### config.mk
export PLATFORM = sky130hd
export DESIGN_NAME = temporizer_ctrl
export DESIGN_NICKNAME = d
export VERILOG_FILES = /design/src/rtl/temporizer_pkg.sv /design/src/rtl/bcd_mmss_dec.sv /design/src/rtl/temporizer_ctrl.sv
export SDC_FILE = /design/constraint.sdc
export NUM_CORES = 1
export LEC_CHECK = 0
export CAP_MARGIN = 0
export CORE_ASPECT_RATIO = 1.75
export CORE_UTILIZATION = 35
export CTS_BUF_LIST = sky130_fd_sc_hd__clkbuf_4 sky130_fd_sc_hd__clkbuf_8 sky130_fd_sc_hd__clkbuf_16
export DETAILED_ROUTE_END_ITERATION = 10
export HOLD_SLACK_MARGIN = 0.15
export PLACE_DENSITY = 0.67
export SLEW_MARGIN = 20
export SYNTH_ARGS = -nofsm -noshare
export SYNTH_HDL_FRONTEND = slang
export SYNTH_HIERARCHICAL = 1
export SYNTH_SLANG_ARGS = --single-unit
### constraint.sdc
create_clock -name clk -period 5.7 [get_ports clk]
set_clock_uncertainty 0.2 [all_clocks]
set_input_delay 0.57 -clock clk [delete_from_list [all_inputs] [get_ports clk]]
set_output_delay 0.57 -clock clk [all_outputs]
set_load 0.02 [all_outputs]
### src/rtl/temporizer_pkg.sv
// Shared types and constants for the temporizer countdown controller.
package temporizer_pkg;

    typedef enum logic [1:0] {
        ST_IDLE  = 2'd0,
        ST_RUN   = 2'd1,
        ST_PAUSE = 2'd2,
        ST_DONE  = 2'd3
    } state_e;

    typedef logic [3:0] bcd_t;

    typedef struct packed {
        bcd_t mm_t;
        bcd_t mm_u;
        bcd_t ss_t;
        bcd_t ss_u;
    } mmss_t;

    localparam bcd_t MAX_MM_TENS = 4'd9;
    localparam bcd_t MAX_SS_TENS = 4'd5;
    localparam bcd_t MAX_UNITS   = 4'd9;

    localparam mmss_t MMSS_ZERO = '0;
    localparam mmss_t MMSS_ONE  = 16'h0001;

endpackage

### src/rtl/bcd_mmss_dec.sv
// Combinational MM:SS BCD decrement, 00:01 detect and digit-range check.
module bcd_mmss_dec
    import temporizer_pkg::*;
(
    input  mmss_t val_i,
    output mmss_t dec_o,
    output logic  is_one_o,
    output logic  valid_o
);

    always_comb begin
        dec_o = val_i;
        if (val_i.ss_u != 4'd0) begin
            dec_o.ss_u = val_i.ss_u - 4'd1;
        end else begin
            dec_o.ss_u = MAX_UNITS;
            if (val_i.ss_t != 4'd0) begin
                dec_o.ss_t = val_i.ss_t - 4'd1;
            end else begin
                dec_o.ss_t = MAX_SS_TENS;
                if (val_i.mm_u != 4'd0) begin
                    dec_o.mm_u = val_i.mm_u - 4'd1;
                end else begin
                    dec_o.mm_u = MAX_UNITS;
                    dec_o.mm_t = val_i.mm_t - 4'd1;
                end
            end
        end
    end

    assign is_one_o = (val_i == MMSS_ONE);

    assign valid_o = (val_i.mm_t <= MAX_MM_TENS) &&
                     (val_i.mm_u <= MAX_UNITS) &&
                     (val_i.ss_t <= MAX_SS_TENS) &&
                     (val_i.ss_u <= MAX_UNITS);

endmodule

### src/rtl/temporizer_ctrl.sv
// Countdown-timer FSM: start/pause/clear over BCD MM:SS with a timed alarm.
module temporizer_ctrl
    import temporizer_pkg::*;
#(
    parameter int unsigned ALARM_SECS = 10
) (
    input  logic       clk,
    input  logic       rst_n,
    input  logic       sec_in,
    input  logic       btn_start,
    input  logic       btn_stop,
    input  logic       btn_clear,
    input  logic       set_en,
    input  logic [7:0] set_mm,
    input  logic [7:0] set_ss,
    output logic [7:0] mm,
    output logic [7:0] ss,
    output logic [1:0] state,
    output logic       alarm,
    output logic       done_pulse,
    output logic       load_err
);

    localparam logic [7:0] ALARM_LAST = 8'(ALARM_SECS - 1);

    state_e     state_q;
    mmss_t      val_q;
    logic       sec_q;
    logic       alarm_q;
    logic       done_q;
    logic       err_q;
    logic [7:0] cnt_q;

    mmss_t dec_in;
    mmss_t dec_val;
    logic  is_one;
    logic  valid;
    logic  tick;
    logic  nonzero;

    // A load consumes the tick, so one decoder serves both roles.
    assign dec_in  = set_en ? mmss_t'({set_mm, set_ss}) : val_q;
    assign tick    = sec_in & ~sec_q;
    assign nonzero = (val_q != MMSS_ZERO);

    bcd_mmss_dec u_dec (
        .val_i    (dec_in),
        .dec_o    (dec_val),
        .is_one_o (is_one),
        .valid_o  (valid)
    );

    always_ff @(posedge clk or negedge rst_n) begin
        if (!rst_n) begin
            sec_q   <= 1'b1;
            state_q <= ST_IDLE;
            val_q   <= MMSS_ZERO;
            alarm_q <= 1'b0;
            done_q  <= 1'b0;
            err_q   <= 1'b0;
            cnt_q   <= 8'd0;
        end else begin
            sec_q  <= sec_in;
            done_q <= 1'b0;
            err_q  <= 1'b0;
            unique case (state_q)
                ST_IDLE: begin
                    if (btn_clear) begin
                        val_q <= MMSS_ZERO;
                    end else if (btn_stop) begin
                        state_q <= ST_IDLE;
                    end else if (btn_start) begin
                        if (nonzero) state_q <= ST_RUN;
                    end else if (set_en) begin
                        if (valid) val_q <= dec_in;
                        else       err_q <= 1'b1;
                    end
                end
                ST_RUN: begin
                    if (btn_clear) begin
                        state_q <= ST_IDLE;
                        val_q   <= MMSS_ZERO;
                    end else if (btn_stop) begin
                        state_q <= ST_PAUSE;
                    end else if (btn_start) begin
                        state_q <= ST_RUN;
                    end else if (set_en) begin
                        err_q <= ~valid;
                    end else if (tick) begin
                        val_q <= dec_val;
                        if (is_one) begin
                            state_q <= ST_DONE;
                            done_q  <= 1'b1;
                            alarm_q <= 1'b1;
                            cnt_q   <= 8'd0;
                        end
                    end
                end
                ST_PAUSE: begin
                    if (btn_clear) begin
                        state_q <= ST_IDLE;
                        val_q   <= MMSS_ZERO;
                    end else if (btn_stop) begin
                        state_q <= ST_PAUSE;
                    end else if (btn_start) begin
                        if (nonzero) state_q <= ST_RUN;
                    end else if (set_en) begin
                        if (valid) val_q <= dec_in;
                        else       err_q <= 1'b1;
                    end
                end
                ST_DONE: begin
                    if (btn_clear || btn_start) begin
                        state_q <= ST_IDLE;
                        alarm_q <= 1'b0;
                        cnt_q   <= 8'd0;
                    end else if (btn_stop) begin
                        state_q <= ST_DONE;
                    end else if (set_en) begin
                        err_q <= ~valid;
                    end else if (tick) begin
                        if (cnt_q == ALARM_LAST) begin
                            state_q <= ST_IDLE;
                            alarm_q <= 1'b0;
                            cnt_q   <= 8'd0;
                        end else begin
                            cnt_q <= cnt_q + 8'd1;
                        end
                    end
                end
                default: state_q <= ST_IDLE;
            endcase
        end
    end

    assign mm         = {val_q.mm_t, val_q.mm_u};
    assign ss         = {val_q.ss_t, val_q.ss_u};
    assign state      = state_q;
    assign alarm      = alarm_q;
    assign done_pulse = done_q;
    assign load_err   = err_q;

endmodule

==> summary.md <==
| Metric | Value |
|---|---|
| Crit path DAT | `4.23 ns` |
| Tmin final | `4.27 ns` |
| Worst Setup Slack, final | `1.43 ns` |
| Area of the multi-input gates | `1430 µm²` |
| Grt ovf | `0` |
| Fmax | `0.234 GHz` |
| Layout cell share with drive strength beyond 1 | `17.3%` |
| Setup TNS | `0 ns` |
| Synth Area in XOR/XNOR | `2.70%` |
| Via density per instance | `5.57` |
| WL/cell | `15.6 µm` |
| Number of global-route vias before repair | `2,080` |
| First-pass GRT wire length | `9.32 mm` |
| Hold Crit Depth | `1` |
| Adder-cell share of the synthesized area | `2.21%` |
| Leak Pwr | `1.17 nW` |
| Via count | `2,026` |
| Gpl congestion | `0.802` |
| Top-count cell post-synth | `mux2_2` |
| P&R area growth vs syn | `26.3%` |
| Post-synth top area cell | `dfrtp_1` |
| Synth top area cells | `dfrtp_1 (32%), mux2_2 (16%), mux2i_1 (7.1%), nor2_1 (3.8%), o21ai_0 (3.1%)` |
| WS Path Type | `primary input to register` |
| Ys Warns | `6` |
| WP data required | `5.66 ns` |
| Most used DFF post-synth | `dfrtp_1` |
| Final Non-Filler Cells | `364` |
| Simple-gate area share of the yosys netlist | `23.0%` |
| Initial Utilization | `36.4%` |
| Post-synth top cells | `mux2_2 (33), dfrtp_1 (29), nor2_1 (23), mux2i_1 (16)` |
| DRC errors left | `0` |
| Die Ht | `109 µm` |
| Mapped Cells | `243` |
| EDFF count, synth | `0` |
| CTS tree | `yes` |
| Worst Hold Class | `register to register` |
| Antenna violations before repair | `0` |
| DP HPWL | `4.06 mm` |
| Fill count | `626` |
| Nets | `310` |
| Unrepaired setup endpoints after global routing | `false` |
| Post-CTS sizing | `0` |
| Pwr dens | `406 nW/µm²` |
| Gr usage total | `17.4%` |
| CTS max path bufs | `2` |
| Final core utilization | `46.0%` |
| Outcome | `finished clean` |
| Max-cap violations | `0` |
| Cells after DPL | `356` |
| Distinct cells, synth | `47` |
| Crit end category | `register` |
| Setup bufs post-CTS | `0` |
| Final wirelength | `5.66 mm` |
| Slew Limit Headroom | `34.4%` |
| Number of synthesized register bits | `30` |
| Htree depth | `2` |
| CTS root buffer | `clkbuf_8` |
| Reg clk slew, reported paths | `0.07 ns` |
| Buffers on Ports | `43` |
| Worst setup SP type | `primary input` |
| Cts hold-fix bufs | `0` |
| Largest net degree at the start of global routing | `31` |
| Post-synthesis compound-gate area fraction | `11.9%` |
| Setup WS pre-CTS | `1.11 ns` |
| Die width | `62.9 µm` |
| DRT Pass-1 Iters | `4` |
| Skew-Pair Late Insertion Delay | `0.28 ns` |
| Syn Nets | `270` |
| Final Hold Fails | `0` |
| Largest family of logic cells by synthesized area | `multiplexers` |
| Async S/R FF share, synth | `100%` |
| Mapped Area | `2270 µm²` |
| I/O Pins | `44` |
| Clk sink count | `30` |
| Peak VDD IR | `0.000181 V` |
| Row cnt | `38` |
| Average cell area after synthesis | `9.34 µm²` |
| Post-synthesis sequential area ratio | `33.1%` |
| Period utilization | `75.0%` |
| Register area | `752 µm²` |
| Critical-path maximum fanout | `22` |
| Endpoints failing setup | `0` |
| Max Slew Vio Count | `0` |
| Worst-Margin Slew | `0.981 ns` |
| R2R depth | `7` |
| Yosys top cell area share | `32.0%` |
| Floorplan core area | `6230 µm²` |
| CTS buffer count | `5` |
| Die footprint | `6820 µm²` |
| Antenna cells | `0` |
| Mux cell area share after synthesis | `23.4%` |
| DR iter-0 viols | `79` |
| Final ANT Viol Nets | `0` |
## flip-flops by register name, summed over array words and instances, names as in the netlist
| register | flops |
|---|---|
| sec_q | 1 |
| load_err | 1 |
| ss | 8 |
| cnt_q | 8 |
| state | 2 |
| done_pulse | 1 |
| mm | 8 |
| alarm | 1 |
## report_power, final
group          total, mW  internal [mW]  switching [mW]
registers          0.343          0.274          0.0684
logic              0.603          0.289           0.314
clock network      0.218          0.129          0.0893
## critical path, stage by stage
cell,delay (ns)
clkdlybuf4s50_1,1.11
mux2_2,0.47
or4_1,0.60
nor4_1,0.39
or4bb_1,0.59
and3_1,0.20
nor3_1,0.19
a31oi_1,0.11
## final timing paths
path,start,end,slack [ns]
worst max-delay path,set_en,state[0]$_DFFE_PN0P_,1.43
worst min-delay path,alarm$_DFFE_PN0P_,alarm$_DFFE_PN0P_,0.29
worst max register to register,ss[4]$_DFFE_PN0P_,state[0]$_DFFE_PN0P_,2.56
worst min register to register,alarm$_DFFE_PN0P_,alarm$_DFFE_PN0P_,0.29
max in group asynchronous,rst_n,sec_q$_DFF_PN1_,4.51
min in group asynchronous,rst_n,cnt_q[4]$_DFFE_PN0P_,0.47
## per-layer routing
| layer | wire length [µm] | track usage, % |
|---|---|---|
| met1 | 2270 | 18.0 |
| met2 | 3150 | 33.6 |
| met3 | 166 | 2.85 |
| met5 | 0 | 0 |
| met4 | 74 | 7.64 |
## placed cells by master (no fill, tap or decap), drive strengths merged, types with 3 or more instances in the layout
| cell | synthesis | layout |
|---|---|---|
| clkdlybuf4s50 | 0 | 43 |
| mux2 | 33 | 33 |
| dfrtp | 29 | 29 |
| nor2 | 23 | 23 |
| mux2i | 16 | 16 |
| nand2 | 14 | 14 |
| o21ai | 14 | 14 |
| a21oi | 11 | 11 |
| nor4 | 8 | 8 |
| inv | 7 | 7 |
| nor3 | 6 | 6 |
| nand3 | 6 | 6 |
| or3 | 6 | 6 |
| clkbuf | 3 | 5 |
| xnor2 | 5 | 5 |
| a211oi | 4 | 4 |
| or4 | 4 | 4 |
| ha | 4 | 4 |
| nor2b | 3 | 3 |
| and3 | 3 | 3 |
| o31ai | 3 | 3 |
| nand2b | 3 | 3 |
| a31oi | 3 | 3 |
## metrics by stage
| stage | instance area, µm² | total power, mW | hold slack [ns] |
|---|---|---|---|
| 2_1_floorplan | 2270 | 0.744 | 0.0744 |
| 3_3_place_gp | 2760 | 0.945 | 0.284 |
| 3_5_place_dp | 2760 | 0.948 | 0.284 |
| 4_1_cts | 2870 | 1.17 | 0.295 |
| 5_1_grt | 2870 | 1.23 | 0.342 |
| 6_report | 2870 | 1.16 | 0.294 |
## logic make-up (layout without fill, tap and decap cells)
logic type / Yosys count / in the layout
simple gates: 91 / 91
buf+inv: 19 / 60
fa+ha+maj: 4 / 4
xor+xnor: 7 / 7
flops: 30 / 30
compound gates: 43 / 43
mux: 49 / 49
## area by class of cell
type | instances | area share, %
well taps | 80 | 3.49
inverters | 7 | 0.917
clock inverters | 3 | 1.40
repair buffers | 45 | 15.5
multi-input cells | 194 | 50.0
clock buffers | 5 | 2.40
flip-flops and latches | 30 | 26.2
(Power assumes the default switching activity.)
==> RTL edit 1, RTL diff (same flow settings) <==
Compare `cnt_q` against `ALARM_LAST` with >= in place of ==.
--- a/src/rtl/temporizer_ctrl.sv
+++ b/src/rtl/temporizer_ctrl.sv
@@ -119,7 +119,7 @@
                     end else if (set_en) begin
                         err_q <= ~valid;
                     end else if (tick) begin
-                        if (cnt_q == ALARM_LAST) begin
+                        if (cnt_q >= ALARM_LAST) begin
                             state_q <= ST_IDLE;
                             alarm_q <= 1'b0;
                             cnt_q   <= 8'd0;
Function: same outputs for any inputs over 4 cycles, from zero or initial values and one cycle with rst_n low; that may be too few to reach the edited logic, so the function may still have changed.
==> RTL edit 1 against the unedited design <==
  * Routed wire length fell by 4.7%
  * Combinational power decreased by 46%
  * Largest power group unchanged
  * Power down 31%
  * Sequential cell count is the same
  * Area after synthesis fell by 2.1%
  * Worst setup slack got worse by 0.0012 ns
  * Final area is 2.4% lower
  * Critical endpoint is now alarm
==> RTL edit 1: results (changes against the unedited design) <==
post-DP HPWL=3.94 mm (-2.9%); reg2reg end=alarm; CTS resizes=0 (unchanged); All-Layer GR Usage=17.3% (-0.18 points); Worst Tran Pin Value=0.925 ns (-0.0557 ns); CTS buffer count=5 (unchanged); ranking of synthesized cells by area=dfrtp_1, mux2_2, mux2i_1; Async SR Flop Fraction=100% (unchanged); commonest register cell after synthesis=dfrtp_1; Synth cell types=48 (+2.1%); r2r setup slk=2.45 ns (-0.11 ns); Clock Path Buffers=2 (unchanged); crit-path max cell delay=1.03 ns (-0.08 ns); first-pass GRT wire length=8.96 mm (-3.9%); end of the worst hold path=alarm; Worst VDD drop=0.141 mV (-22%); Pre-antenna DRT Iters=4 (unchanged); status=finished, final reports clean; vias=1913 (-5.6%); worst hold start=alarm; number of fill cells in the layout=612 (-2.2%); clock slew at reported path FFs=0.06 ns; P_leak=1.14 nW (-2.5%); RePlAce Congestion=0.800 (-0.26%); hold path depth=1 (unchanged); arrival time at the worst endpoint=4.25 ns (+0.02 ns); Mapped Nets=261 (-3.3%); Commonest cells post-synth=mux2_2, dfrtp_1, nor2_1; Nets=299 (-3.5%); layout cells sized above 1=19.9% (+2.6 points); Worst-Skew Late Latency=0.29 ns; WL final=5.40 mm (-4.7%); drt initial violations=105 (+33%); post-synthesis sequential area ratio=33.9% (+0.73 points); Crit Path Max Fanout=20 (-9.1%)
==> RTL edit 1: final cells by class <==
class / instances / share of cell area [%]
Timing Repair Buffer: 44 / 15.7
Clock inverter: 2 / 0.447
Multi-Input combinational cell: 183 / 49.5
Clock buffer: 6 / 2.95
Inverter: 7 / 0.939
Sequential cell: 30 / 26.9
Tap cell: 80 / 3.58
==> RTL edit 1: per-layer routing <==
layer  track usage (%)  wire length, um  part of all wire [%]
met5                 0                0                     0
met3              2.33              182                   3.4
met2              33.3             3000                    56
met4              8.31              120                   2.2
met1              18.0             2090                    39
==> RTL edit 1: worst max path at each step <==
stage	startpoint	to	cells after the start
finish	set_en	alarm	8
global route	set_en	alarm	8
floorplan	set_en	alarm	9
global placement	set_en	alarm	8
detailed placement	set_en	alarm	8
CTS	set_en	alarm	8
==> RTL edit 1: critical path, delay by kind of cell <==
family	cells	cell delay, ns
mux	2	0.79
compound gates	1	0.36
buf+inv	1	1.03
simple gates	4	1.49
==> RTL edit 1: through the flow <==
step	util (%)	hold slack [ns]	instances	area, um2	setup slack, ns
2_1_floorplan	-	0.0744	233	2220	2.16
3_3_place_gp	43.7	0.318	344	2700	1.19
3_5_place_dp	43.7	0.329	344	2700	1.10
4_1_cts	45.2	0.345	352	2800	1.43
5_1_grt	45.3	0.370	352	2800	1.08
6_report	45.3	0.349	352	2800	1.43
==> RTL edit 1: cells by family (layout without fill, tap and decap cells) <==
family                     after synthesis  in the layout  synth area share (%)
buffers and inverters                   20             59                  3.77
DFF                                     30             30                  33.9
and+or+nand+nor                         87             87                  21.1
adders and majority gates                5              5                  2.82
AOI/OAI and AO/OA                       33             33                  10.6
xor gates and xnor gates                 7              7                  2.76
muxes                                   51             51                  25.1
==> RTL edit 1: where the power goes <==
group / leakage (nW) / switching (mW) / internal (mW) / total [mW]
combinational: 0.698 / 0.164 / 0.163 / 0.328
clock: 0.0472 / 0.0845 / 0.0969 / 0.181
sequential: 0.394 / 0.0477 / 0.249 / 0.296
==> RTL edit 2, RTL diff (config.mk and constraints unchanged) <==
Without the edit above. `MAX_MM_TENS`: 4'd9 -> 4'd4.
--- a/src/rtl/temporizer_pkg.sv
+++ b/src/rtl/temporizer_pkg.sv
@@ -17,7 +17,7 @@
         bcd_t ss_u;
     } mmss_t;
 
-    localparam bcd_t MAX_MM_TENS = 4'd9;
+    localparam bcd_t MAX_MM_TENS = 4'd4;
     localparam bcd_t MAX_SS_TENS = 4'd5;
     localparam bcd_t MAX_UNITS   = 4'd9;
 
Formal check against the unedited RTL: not equivalent (Yosys sat finds a counterexample within 4 cycles, from zero or initial values and one cycle with rst_n low).
==> RTL edit 2 against the unedited design <==
  * Worst setup slack improved by 0.15 ns
  * Worst hold slack improved by 0.025 ns
  * Power is 1.6% lower
  * Routed wire length rose by 0.39%
  * Final area is 0.65% lower
  * Via count fell by 1.3%
  * Sequential share of layout area rose by 0.17 points
  * Area after synthesis fell by 0.83%
  * Sequential cell count stayed put
  * Synthesized cell count grew 0.82%
  * Register-to-register slack gained 0.11 ns
==> RTL edit 2: results (changes against the unedited design) <==
All-Layer GR Usage=17.2% (-0.22 points); first-pass GRT wire length=8.99 mm (-3.5%); Nets=311 (+0.32%); CTS buffer count=5 (unchanged); Post-Layout Cell Count=366 (+0.55%); Worst VDD drop=0.179 mV (-0.63%); WL/cell=15.5 um (-0.16%); Mapped Nets=271 (+0.37%); met3 routed wirelength=180 um (+8.4%); DR WL met2=3.11 mm (-1.2%); post-DP HPWL=4.15 mm (+2.1%); P_leak=1.19 nW (+1.5%); M1 wire length=2.24 mm (-1.4%); RePlAce Congestion=0.815 (+1.6%); Setup WS pre-CTS=1.18 ns (+0.0688 ns); status=finished, final reports clean; Mapped Cells=245 (+0.82%); layout cells sized above 1=17.5% (+0.23 points); arrival time at the worst endpoint=4.09 ns (-0.14 ns); routing usage on met2=32.4% (-1.3 points); Final Hold Slack=0.320 ns (+0.0253 ns); Synth cell types=48 (+2.1%); Worst Tran Pin Value=0.918 ns (-0.0629 ns); Pre-antenna DRT Iters=4 (unchanged); drt initial violations=83 (+5.1%); met1 global-route usage=17.9% (-0.14 points); vias=2000 (-1.3%); ranking of synthesized cells by area=dfrtp_1, mux2_2, mux2i_1; GR Util met3=2.74% (-0.11 points)
## RTL edit 2: critical path: stages
cell	delay, ns
clkdlybuf4s50_1	1.07
mux2_2	0.48
o21ai_0	0.23
nand2_1	0.08
a211oi_1	0.27
nand3b_1	0.11
a211oi_1	0.25
o21a_1	0.61
mux2_2	0.41
## RTL edit 2: report_power, final
group | switching, mW | internal, mW | total (mW)
Sequential | 0.0670 | 0.274 | 0.341
Clock | 0.0858 | 0.129 | 0.214
Combinational | 0.309 | 0.282 | 0.591
Total | 0.462 | 0.684 | 1.15
## RTL edit 2: cell type report
class	count	area, um2
fillers	607	3330
multi-input cells	195	1410
flip-flops and latches	30	752
repair buffers	45	445
well taps	80	100
clock buffers	5	68.8
clock inverters	3	40.0
inverters	8	30.0
## RTL edit 2: path summary, 6_finish.rpt
| path | startpoint | endpoint | slack (ns) | cells past startpoint |
|---|---|---|---|---|
| setup / recovery | set_en | mm[6] | 1.58 | 9 |
| hold / removal | alarm | alarm | 0.32 | 1 |
| setup reg to reg | ss[1] | mm[6] | 2.67 | 8 |
| hold reg to reg | alarm | alarm | 0.32 | 1 |
| max in group asynchronous | rst_n | sec_q | 4.48 | 2 |
| min in group asynchronous | rst_n | cnt_q[4] | 0.48 | 2 |
## RTL edit 2: logic make-up (layout without fill, tap and decap cells)
group,after synthesis,in the layout,share of synthesized area [%]
flip-flops,30,30,33.4
buffers and inverters,20,61,3.89
AO/OA/AOI/OAI,44,44,12.6
multiplexers,49,49,23.6
adder cells (fa/ha/maj),3,3,1.67
XOR/XNOR,4,4,1.56
AND/OR/NAND/NOR,95,95,23.2
